===== config.mk =====
export PLATFORM = sky130hd
export DESIGN_NAME = cmov_write
export DESIGN_NICKNAME = d
export VERILOG_FILES = /design/src/rtl/cmov_write.sv
export SDC_FILE = /design/constraint.sdc
export NUM_CORES = 1
export LEC_CHECK = 0
export CAP_MARGIN = 15
export CELL_PAD_IN_SITES_DETAIL_PLACEMENT = 0
export CELL_PAD_IN_SITES_GLOBAL_PLACEMENT = 1
export CORE_MARGIN = 2
export CORE_UTILIZATION = 37
export DETAILED_ROUTE_END_ITERATION = 10
export PLACE_DENSITY_LB_ADDON = 0.05
export SLEW_MARGIN = 5
export SYNTH_ARGS = -nofsm -noshare
export SYNTH_HDL_FRONTEND = slang
export SYNTH_SLANG_ARGS = --single-unit

===== constraint.sdc =====
create_clock -name clk -period 3.35 [get_ports clk]
set_clock_uncertainty 0.1 [all_clocks]
set_input_delay 0.67 -clock clk [delete_from_list [all_inputs] [get_ports clk]]
set_output_delay 0.67 -clock clk [all_outputs]
set_load 0.005 [all_outputs]

===== src/rtl/cmov_write.sv =====
`default_nettype none
// cmov_write: copies region A (sel=1) or region B (sel=0) word by word into a destination region.
// Build option CMOV_CONSTTIME_EN: read both regions for every word and merge with a sel mask.
module cmov_write #(
   parameter int ADDR_W = 9,
   parameter int DATA_W = 64,
   parameter int LEN_W  = 10
) (
   input  logic              clk,
   input  logic              rst,
   input  logic              start,
   input  logic              sel,
   input  logic [LEN_W-1:0]  len,
   input  logic [ADDR_W-1:0] src_a_base,
   input  logic [ADDR_W-1:0] src_b_base,
   input  logic [ADDR_W-1:0] dst_base,
   output logic [ADDR_W-1:0] rd_address,
   output logic              rd_en,
   input  logic [DATA_W-1:0] din,
   output logic [ADDR_W-1:0] wr_address,
   output logic              wr_en,
   output logic [DATA_W-1:0] dout,
   output logic              busy,
   output logic              done
);

   typedef enum logic [1:0] {
      S_IDLE  = 2'd0,
      S_READ  = 2'd1,
      S_DRAIN = 2'd2,
      S_DONE  = 2'd3
   } state_t;

   state_t            state_q, state_d;
   logic [LEN_W-1:0]  len_q, len_d, rd_idx_q, rd_idx_d, wr_idx_q, wr_idx_d;
   logic [ADDR_W-1:0] dst_q, dst_d, rd_addr_q, rd_addr_d, wr_addr_q, wr_addr_d;
   logic              rd_en_q, rd_en_d, wr_en_q, wr_en_d;
   logic [DATA_W-1:0] dout_q, dout_d;
   logic              rvalid_q;   // din carries the word requested last cycle
   logic              last_rd;

`ifdef CMOV_CONSTTIME_EN
   logic [ADDR_W-1:0] a_base_q, a_base_d, b_base_q, b_base_d;
   logic              sel_q, sel_d, ph_q, ph_d, rph_q;
   logic [DATA_W-1:0] a_word_q, a_word_d, mask;
`else
   logic [ADDR_W-1:0] src_q, src_d;
`endif

   always_comb begin
      state_d   = state_q;
      len_d     = len_q;
      rd_idx_d  = rd_idx_q;
      wr_idx_d  = wr_idx_q;
      dst_d     = dst_q;
      rd_addr_d = rd_addr_q;
      rd_en_d   = rd_en_q;
      wr_addr_d = wr_addr_q;
      wr_en_d   = 1'b0;
      dout_d    = dout_q;
`ifdef CMOV_CONSTTIME_EN
      a_base_d  = a_base_q;
      b_base_d  = b_base_q;
      sel_d     = sel_q;
      ph_d      = ph_q;
      a_word_d  = a_word_q;
      mask      = {DATA_W{sel_q}};
      last_rd   = ph_q && (rd_idx_q == len_q - LEN_W'(1));
`else
      src_d     = src_q;
      last_rd   = (rd_idx_q == len_q - LEN_W'(1));
`endif

      case (state_q)
         S_IDLE, S_DONE: begin
            if (start) begin
               len_d    = len;
               dst_d    = dst_base;
               rd_idx_d = '0;
               wr_idx_d = '0;
`ifdef CMOV_CONSTTIME_EN
               a_base_d = src_a_base;
               b_base_d = src_b_base;
               sel_d    = sel;
               ph_d     = 1'b0;
`else
               src_d    = sel ? src_a_base : src_b_base;
`endif
               if (len == '0) begin
                  state_d = S_DONE;
               end else begin
                  state_d = S_READ;
                  rd_en_d = 1'b1;
`ifdef CMOV_CONSTTIME_EN
                  rd_addr_d = src_a_base;
`else
                  rd_addr_d = src_d;
`endif
               end
            end
         end
         S_READ: begin
            if (last_rd) begin
               state_d = S_DRAIN;
               rd_en_d = 1'b0;
            end else begin
`ifdef CMOV_CONSTTIME_EN
               // A then B for each index; the pattern never depends on sel
               if (!ph_q) begin
                  ph_d      = 1'b1;
                  rd_addr_d = b_base_q + ADDR_W'(rd_idx_q);
               end else begin
                  ph_d      = 1'b0;
                  rd_idx_d  = rd_idx_q + LEN_W'(1);
                  rd_addr_d = a_base_q + ADDR_W'(rd_idx_d);
               end
`else
               rd_idx_d  = rd_idx_q + LEN_W'(1);
               rd_addr_d = src_q + ADDR_W'(rd_idx_d);
`endif
            end
         end
         S_DRAIN: begin
            if (!rvalid_q) state_d = S_DONE;
         end
         default: ;
      endcase

`ifdef CMOV_CONSTTIME_EN
      if (rvalid_q && !rph_q) a_word_d = din;
      if (rvalid_q && rph_q) begin
         dout_d    = (a_word_q & mask) | (din & ~mask);
         wr_en_d   = 1'b1;
         wr_addr_d = dst_q + ADDR_W'(wr_idx_q);
         wr_idx_d  = wr_idx_q + LEN_W'(1);
      end
`else
      if (rvalid_q) begin
         dout_d    = din;
         wr_en_d   = 1'b1;
         wr_addr_d = dst_q + ADDR_W'(wr_idx_q);
         wr_idx_d  = wr_idx_q + LEN_W'(1);
      end
`endif
   end

   always_ff @(posedge clk or negedge rst) begin
      if (!rst) begin
         state_q   <= S_IDLE;
         len_q     <= '0;
         rd_idx_q  <= '0;
         wr_idx_q  <= '0;
         dst_q     <= '0;
         rd_addr_q <= '0;
         rd_en_q   <= 1'b0;
         wr_addr_q <= '0;
         wr_en_q   <= 1'b0;
         dout_q    <= '0;
         rvalid_q  <= 1'b0;
`ifdef CMOV_CONSTTIME_EN
         a_base_q  <= '0;
         b_base_q  <= '0;
         sel_q     <= 1'b0;
         ph_q      <= 1'b0;
         rph_q     <= 1'b0;
         a_word_q  <= '0;
`else
         src_q     <= '0;
`endif
      end else begin
         state_q   <= state_d;
         len_q     <= len_d;
         rd_idx_q  <= rd_idx_d;
         wr_idx_q  <= wr_idx_d;
         dst_q     <= dst_d;
         rd_addr_q <= rd_addr_d;
         rd_en_q   <= rd_en_d;
         wr_addr_q <= wr_addr_d;
         wr_en_q   <= wr_en_d;
         dout_q    <= dout_d;
         rvalid_q  <= rd_en_q;
`ifdef CMOV_CONSTTIME_EN
         a_base_q  <= a_base_d;
         b_base_q  <= b_base_d;
         sel_q     <= sel_d;
         ph_q      <= ph_d;
         rph_q     <= ph_q;
         a_word_q  <= a_word_d;
`else
         src_q     <= src_d;
`endif
      end
   end

   assign rd_address = rd_addr_q;
   assign rd_en      = rd_en_q;
   assign wr_address = wr_addr_q;
   assign wr_en      = wr_en_q;
   assign dout       = dout_q;
   assign busy       = (state_q == S_READ) || (state_q == S_DRAIN);
   assign done       = (state_q == S_DONE);

endmodule
`default_nettype wire


### Yosys cells after proc, flatten, opt, wreduce, memory -nomap -nowiden

Cells that the tools add are included.

| word-level totals | value |
|---|---|
| flip-flop bits (word level) | 135 |
| input port bits | 105 |
| output and inout port bits | 86 |

| cells by class | value |
|---|---|
| add/sub/neg operators | 5 |
| equal/unequal tests | 9 |
| muxes and demuxes | 20 |
| reduce and logical (&&, ||, !) cells | 13 |

Operators by type and width:

| operator | count |
|---|---|
| $mux 10 | 4 |
| $mux 9 | 4 |
| $add 10x1->10 const B | 2 |
| $pmux 10 s2 | 1 |
| $add 9x9->9 | 2 |
| $pmux 9 s2 | 1 |
| $eq 10x10->1 | 1 |
| $logic_not 10->1 | 1 |
| $ne 2x2->1 const B | 5 |
| $sub 10x1->10 const B | 1 |
| $mux 2 | 4 |
| $reduce_and 4->1 | 2 |
| $pmux 2 s3 | 1 |
| $reduce_and 3->1 | 2 |
| $reduce_bool 2->1 | 3 |
| $eq 2x2->1 const B | 2 |
| $mux 1 | 4 |
| $reduce_and 2->1 | 2 |
| $eq 2x1->1 const B | 1 |
| $logic_not 2->1 | 1 |
| $pmux 1 s2 | 1 |
| $reduce_or 2->1 | 1 |
| $logic_or 1x1->1 | 1 |

### Longest topological paths before layout

Gate-level depths: netlist of run 1.

| logic depth | value |
|---|---|
| word-level depth | 4 |
| gate-level depth with buffers | 12 |
| gate-level depth less buffers | 11 |

### Worst setup path before layout of run 1

Ideal clock, no wire load.

| timing | value |
|---|---|
| kind | register to register |
| from | register len_q[0] |
| to | register state_q[1] |
| data arrival time | 2.791 ns |
| data required time | 3.122 ns |
| path slack | 0.331 ns |
| cell stages (with the launch flop) | 9 |
| cell sequence | dfrtp_1 -> inv_1 -> ha_1 -> or4b_4 -> or3_4 -> a2111oi_4 -> nand4_2 -> a221oi_2 -> mux2_1 |

| between the ends | value |
|---|---|
| cells in the longest elaborated chain, start to end | 4 |

Ends and longest elaborated chain:

| what | line | source |
|---|---|---|
| start: declaration | 35 | `logic [LEN_W-1:0] len_q, len_d, rd_idx_q, rd_idx_d, wr_idx_q, wr_idx_d;` |
| start signal: assignment | 172 | `len_q <= len_d;` |
| $sub 10x1->10 | 71 | `last_rd = (rd_idx_q == len_q - LEN_W'(1));` |
| $eq 10x10->1 | 71 |  |
| $ne 2x2->1 (no line) | -- |  |
| $reduce_and 3->1 (no line) | -- |  |
| end signal: assignment | 171 | `state_q <= state_d;` |
| end: declaration | 34 | `state_t state_q, state_d;` |

Every way passes these cells.
A chain may end at the register's enable or synchronous reset.

### Worst setup path in the final report of run 1

| timing | value |
|---|---|
| from | register len_q[0] |
| to | register rd_addr_q[6] (netlist: rd_address[6]) |

| between the ends | value |
|---|---|
| cells in the longest elaborated chain, start to end | 4 |

Ends and longest elaborated chain:

| what | line | source |
|---|---|---|
| $sub 10x1->10 | 71 |  |
| $eq 10x10->1 | 71 |  |
| $ne 2x2->1 (no line) | -- |  |
| $reduce_and 4->1 (no line) | -- |  |
| end signal: assignment | 176 | `rd_addr_q <= rd_addr_d;` |
| end: declaration | 36 | `logic [ADDR_W-1:0] dst_q, dst_d, rd_addr_q, rd_addr_d, wr_addr_q, wr_addr_d;` |

Every way passes these cells.

==> results of run 1 <==
## state kept, by name (all words and copies together) (netlist names), 9 cells and up
| name | cells |
|---|---|
| dout | 64 |
| len_q | 10 |
| rd_idx_q | 10 |
| dst_q | 9 |
| rd_address | 9 |
| src_q | 9 |
| wr_address | 9 |
| wr_idx_q | 9 |
## area by class of cell
class | count | area, um^2
fill | 1577 | 8390
sequential | 134 | 3360
multi-input combinational | 416 | 3240
timing repair buffer | 205 | 2030
clock buffer | 18 | 439
tap | 229 | 287
clock inverter | 13 | 171
inverter | 16 | 60.1
## final timing paths
check                          from       endpoint  slack, ns  cells past startpoint
hold reg to reg               rd_en       rvalid_q       0.35                      0
min in group clk              rd_en       rvalid_q       0.35                      0
setup / recovery           len_q[0]  rd_address[6]       0.23                      9
max in group asynchronous       rst       src_q[4]       2.23                      2
hold / removal                  rst       len_q[8]       0.17                      1
setup reg to reg           len_q[0]  rd_address[6]       0.23                      9
## logic make-up after synthesis
group / count (synthesis) / share of synthesized area [%]
AND/OR/NAND/NOR: 147 / 10.6
adder cells (fa/ha/maj): 25 / 4.84
XOR/XNOR: 29 / 3.75
buffers and inverters: 47 / 2.73
AO/OA/AOI/OAI: 103 / 10.3
flip-flops: 134 / 49.5
multiplexers: 112 / 18.3
## stage by stage
stage	utilization [%]	instances
global placement	49.9	1000
detailed placement	49.9	1000
global route	53.3	1031
CTS	53.3	1031
finish	53.3	1031
floorplan	-	597
## per-layer routing
metal / routed length, um / global-route usage [%] / vias up / share of wire [%]
met2: 8730 / 31.3 / 134 / 50
met3: 1300 / 7.74 / 22 / 7.4
met1: 7320 / 22.5 / 2570 / 42
met5: 0 / 0 / - / 0
met4: 267 / 5.26 / 0 / 1.5
li1: - / - / 2515 / -
## layout by cell type, fill, tap and decap left out, types with 10 or more instances in the layout
master,n
mux2i_1,24
nand2_1,50
dfrtp_1,133
mux2_2,85
xor2_1,10
buf_4,14
clkbuf_16,17
inv_1,16
nand3_1,20
nor2_1,31
a21oi_1,19
xnor2_1,19
o21ai_0,32
ha_1,23
nor3_1,11
clkdlybuf4s50_1,189
## power by group through the flow
stage	Combinational, uW	Clock, uW	Sequential (uW)
floorplan	2290	0	2390
global placement	3330	0	2510
detailed placement	3380	0	2530
CTS	3400	2010	2510
global route	3770	2080	2570
finish	3360	1950	2500
## worst max-delay path, cell delays in order (launching register included)
cell	delay, ns
dfrtp_1	0.41
inv_1	0.08
ha_1	0.22
or4b_4	0.50
or3_4	0.39
a2111oi_4	0.38
and3_1	0.27
nand2_4	0.11
mux2_4	0.32
o221a_1	0.22
==> flow_summary.ini, run 1 <==
[timing]
setup_tns_ns = 0
tightest_slew_ns = 0.701
rsz0062_at_grt = no
slew_headroom_pct = 53.3
holdWs_ns = 0.174
finalCritPeriodShare_pct = 93.1
hold_viol = 0
setup_ws_ns = 0.231
slew_violations = 0
period_minus_slack_ns = 3.12
finalSetupViolCount = 0
max_clock_freq_mhz = 321

[die]
design.core.area_mm2 = 0.0180
die_y_um = 139
fp.dieW_um = 139
ioPinCount = 191
rows = 49
die-area_mm2 = 0.0194
start_util_pct = 37.7

[cells_and_area]
antenna_cells = 0
area_growth_pct = 41.4
drive_gt1_share_pct = 18.2
stdcell_area_mm2 = 0.00958
nets = 920

[clock_tree]
cts_tree = built
insertion_delay_ns = 0.42
numCtsBuffers = 17
holdBufCountCts = 0
cts_max_path_buffers = 2
clkTransAtPathRegs_ns = 0.06
post_cts_resized = 0
clk_root_buffer_cell = clkbuf_16
clock_sinks = 134
post-cts-setup-buffers = 0
cts_max_level = 4

[placement]
gp_congestion = 0.809
portBuffers = 190
placed_cell_area_mm2 = 0.00897
place_worst_setup_slack_ns = 0.231
hpwl_um = 12800

[global_route]
grtUsageTotal_pct = 18.8
grt_start_max_net_pins = 74
grt_pass1_vias = 5589
antenna_found_initial = 0
grt.overflow.total = 0
grt_pass1_wl_um = 29100

[synthesis]
synthDistinctLibCells = 60
postSynthAreaPerCell_um2 = 11.3
yosysWarningCount = 0
async_reset_ff_share_pct = 100
ys_ff_latch = 134
netlist.area_leader.share_pct = 49.5
synth_top_flop_cell = dfrtp_1
yosysTopAreaCell = dfrtp_1
netlist_area_mm2 = 0.00677
syn_inst = 597
synth_edf_count = 0
synthTopCellsByCount = dfrtp_1, mux2_2, nand2_1
synth_seq_area_share_pct = 49.5
yosys-top-cells-area = dfrtp_1, mux2_2, ha_1, mux2i_1, nand2_1
syn-num-nets = 727
synth.most_common_cell = dfrtp_1

[power_and_ir_drop]
clkPwrFrac_pct = 25.0
power_switching_uw = 2780
leakage_uw = 0.00414
comb_power_share_pct = 43.0
power.share.sequential_pct = 32.0
p_total_uw = 7810
p_per_area_mw_per_mm2 = 816
power.internal_uw = 5040
switching_share_pct = 35.5
irDropWorstVdd_uv = 461

[detailed_routing]
viasPerCell = 5.08
wl_per_cell_um = 17.1
first_iter_violations = 186
ant_nets = 0
drc = 0
drt-total-wl_um = 17600
dr.pass1.iters = 4
vias = 5241

[outcome]
status = finished, final reports clean

[worst_setup_path]
endpoint_kind = register
cp.arrival_ns = 3.32
critical_path.max_fanout = 6
worstSetupPathType = reg -> reg
start_kind = register
worstPathRequired_ns = 3.55

[min_path]
hp-class = in -> async

[job]
max_cap_violations = 0
No activity file was read; power rests on OpenSTA's default activity.
==> run 2, diff against run 1 <==
Settings changed: MAX_ROUTING_LAYER from default to met4.
==> run 2 against run 1 <==
Net effect: maximum frequency about the same; combinational power about the same; flip-flop and latch count unchanged; critical endpoint unchanged; via count up 0.11%; sequential share of layout area unchanged; largest cell class unchanged; clock power about the same.
==> flow_summary.ini, run 2 (synthesis gave the netlist of run 1 again) <==
[worst_setup_path]
reg2reg_depth = 9
critical_path.max_fanout = 6
worstPathRequired_ns = 3.55
timing.rr.end = rd_address[6]
worstSetupPathType = reg -> reg
start_kind = register
crit_chain = inv_1 -> ha_1 -> or4b_4 -> or3_4 -> a2111oi_4 -> and3_1 -> nand2_4 -> mux2_4 -> o221a_1
slowest_delay_ns = 0.50
cp.arrival_ns = 3.32
endpoint_kind = register
r2r-start = len_q[0]
critical_path.slowest_cell = or4b_4
regToRegSetupSlack_ns = 0.23

[detailed_routing]
first_iter_violations = 192
ant_nets = 0
drt-total-wl_um = 17700
dr.pass1.iters = 4
vias = 5247
viasPerCell = 5.09
drc = 0
wl_per_cell_um = 17.2

[global_route]
antenna_found_initial = 0
grtUsageTotal_pct = 19.4
grt.overflow.total = 0
grt_pass1_wl_um = 29100
grt_start_max_net_pins = 74
grt_pass1_vias = 5596

[die]
die_y_um = 139
start_util_pct = 37.7
fp.dieW_um = 139
rows = 49
ioPinCount = 191
die-area_mm2 = 0.0194
design.core.area_mm2 = 0.0180

[cells_and_area]
largest_register_ffs = 64
stdcell_area_mm2 = 0.00958
nets = 920
final_cell_count_no_fill = 1031
area_growth_pct = 41.4
antenna_cells = 0
drive_gt1_share_pct = 18.2
final_cell_mix = clkdlybuf4s50_1, dfrtp_1, mux2_2, nand2_1, o21ai_0
final_common_cell = clkdlybuf4s50_1

[placement]
placed_cell_area_mm2 = 0.00897
portBuffers = 190
place_inst = 1000
hpwl_um = 12800
gp_congestion = 0.821

[clock_tree]
numCtsBuffers = 17
clk_root_buffer_cell = clkbuf_16
cts_max_path_buffers = 2
insertion_delay_ns = 0.42
holdBufCountCts = 0
clkTransAtPathRegs_ns = 0.06
clock_sinks = 134
cts_max_level = 4
post-cts-setup-buffers = 0
post_cts_resized = 0
cts_tree = built

[power_and_ir_drop]
irDropWorstVdd_uv = 461
p_per_area_mw_per_mm2 = 817
leakage_uw = 0.00414

[timing]
finalCritPeriodShare_pct = 93.1
max_clock_freq_mhz = 321
slew_violations = 0
hold_viol = 0
slew_headroom_pct = 51.5
period_minus_slack_ns = 3.12
tightest_slew_ns = 0.725
rsz0062_at_grt = no
finalSetupViolCount = 0
setup_tns_ns = 0

[outcome]
status = finished, final reports clean

[job]
max_cap_violations = 0

[min_path]
hp-class = in -> async
==> run 2: cell counts in the layout (fill, tap and decap cells not counted) <==
Identical to the previous run, type by type.
==> run 2: through the flow <==
step           utilization [%]  hold WS [ns]  total power, uW  worst slack [ns]
2_1_floorplan                -         0.274             4680             0.331
3_3_place_gp              49.9         0.344             5840             0.285
3_5_place_dp              49.9         0.339             5910             0.231
4_1_cts                   53.3         0.195             7920             0.231
5_1_grt                   53.3         0.219             8420            0.0924
6_report                  53.3         0.168             7820             0.232
==> run 2: cell type report <==
cell class / count / area, um^2
well taps: 229 / 287
multi-input cells: 416 / 3240
clock buffers: 18 / 439
flip-flops and latches: 134 / 3360
clock inverters: 13 / 171
repair buffers: 205 / 2030
fillers: 1577 / 8390
inverters: 16 / 60.1
==> run 2: where the power goes <==
group,switching [uW],leakage (uW),internal (uW)
Clock,758,0.000294,1200
Combinational,1610,0.00226,1760
Sequential,418,0.00159,2080
Total,2780,0.00414,5040
==> run 2: worst max-delay path by stage <==
stage / start / endpoint / slack [ns]
after floorplan: len_q[0] / state_q[1] / 0.33
after global placement: len_q[0] / rd_address[4] / 0.28
after detailed placement: len_q[0] / rd_address[4] / 0.23
after CTS: len_q[0] / rd_address[6] / 0.23
after global routing: len_q[1] / rd_address[6] / 0.09
final: len_q[0] / rd_address[6] / 0.23
==> run 2: critical path: cells and delay by family, from the launching register on <==
family,cells,cell delay [ns]
AND/OR/NAND/NOR,4,1.27
flip-flops,1,0.41
adder cells (fa/ha/maj),1,0.21
multiplexers,1,0.32
AO/OA/AOI/OAI,2,0.60
buffers and inverters,1,0.08
==> run 2: metal layers <==
layer	part of all wire (%)	track usage [%]	up-vias
li1	-	-	2513
met1	42	23.0	2571
met2	50	31.4	138
met3	6.6	6.85	25
met4	1.6	5.26	0
met5	0	-	-
==> run 3, diff against run 2 <==
Settings changed: MAX_ROUTING_LAYER met4 to default.
==> results of run 3 <==
Final layout, timing and power as in run 1 (identical DEF).
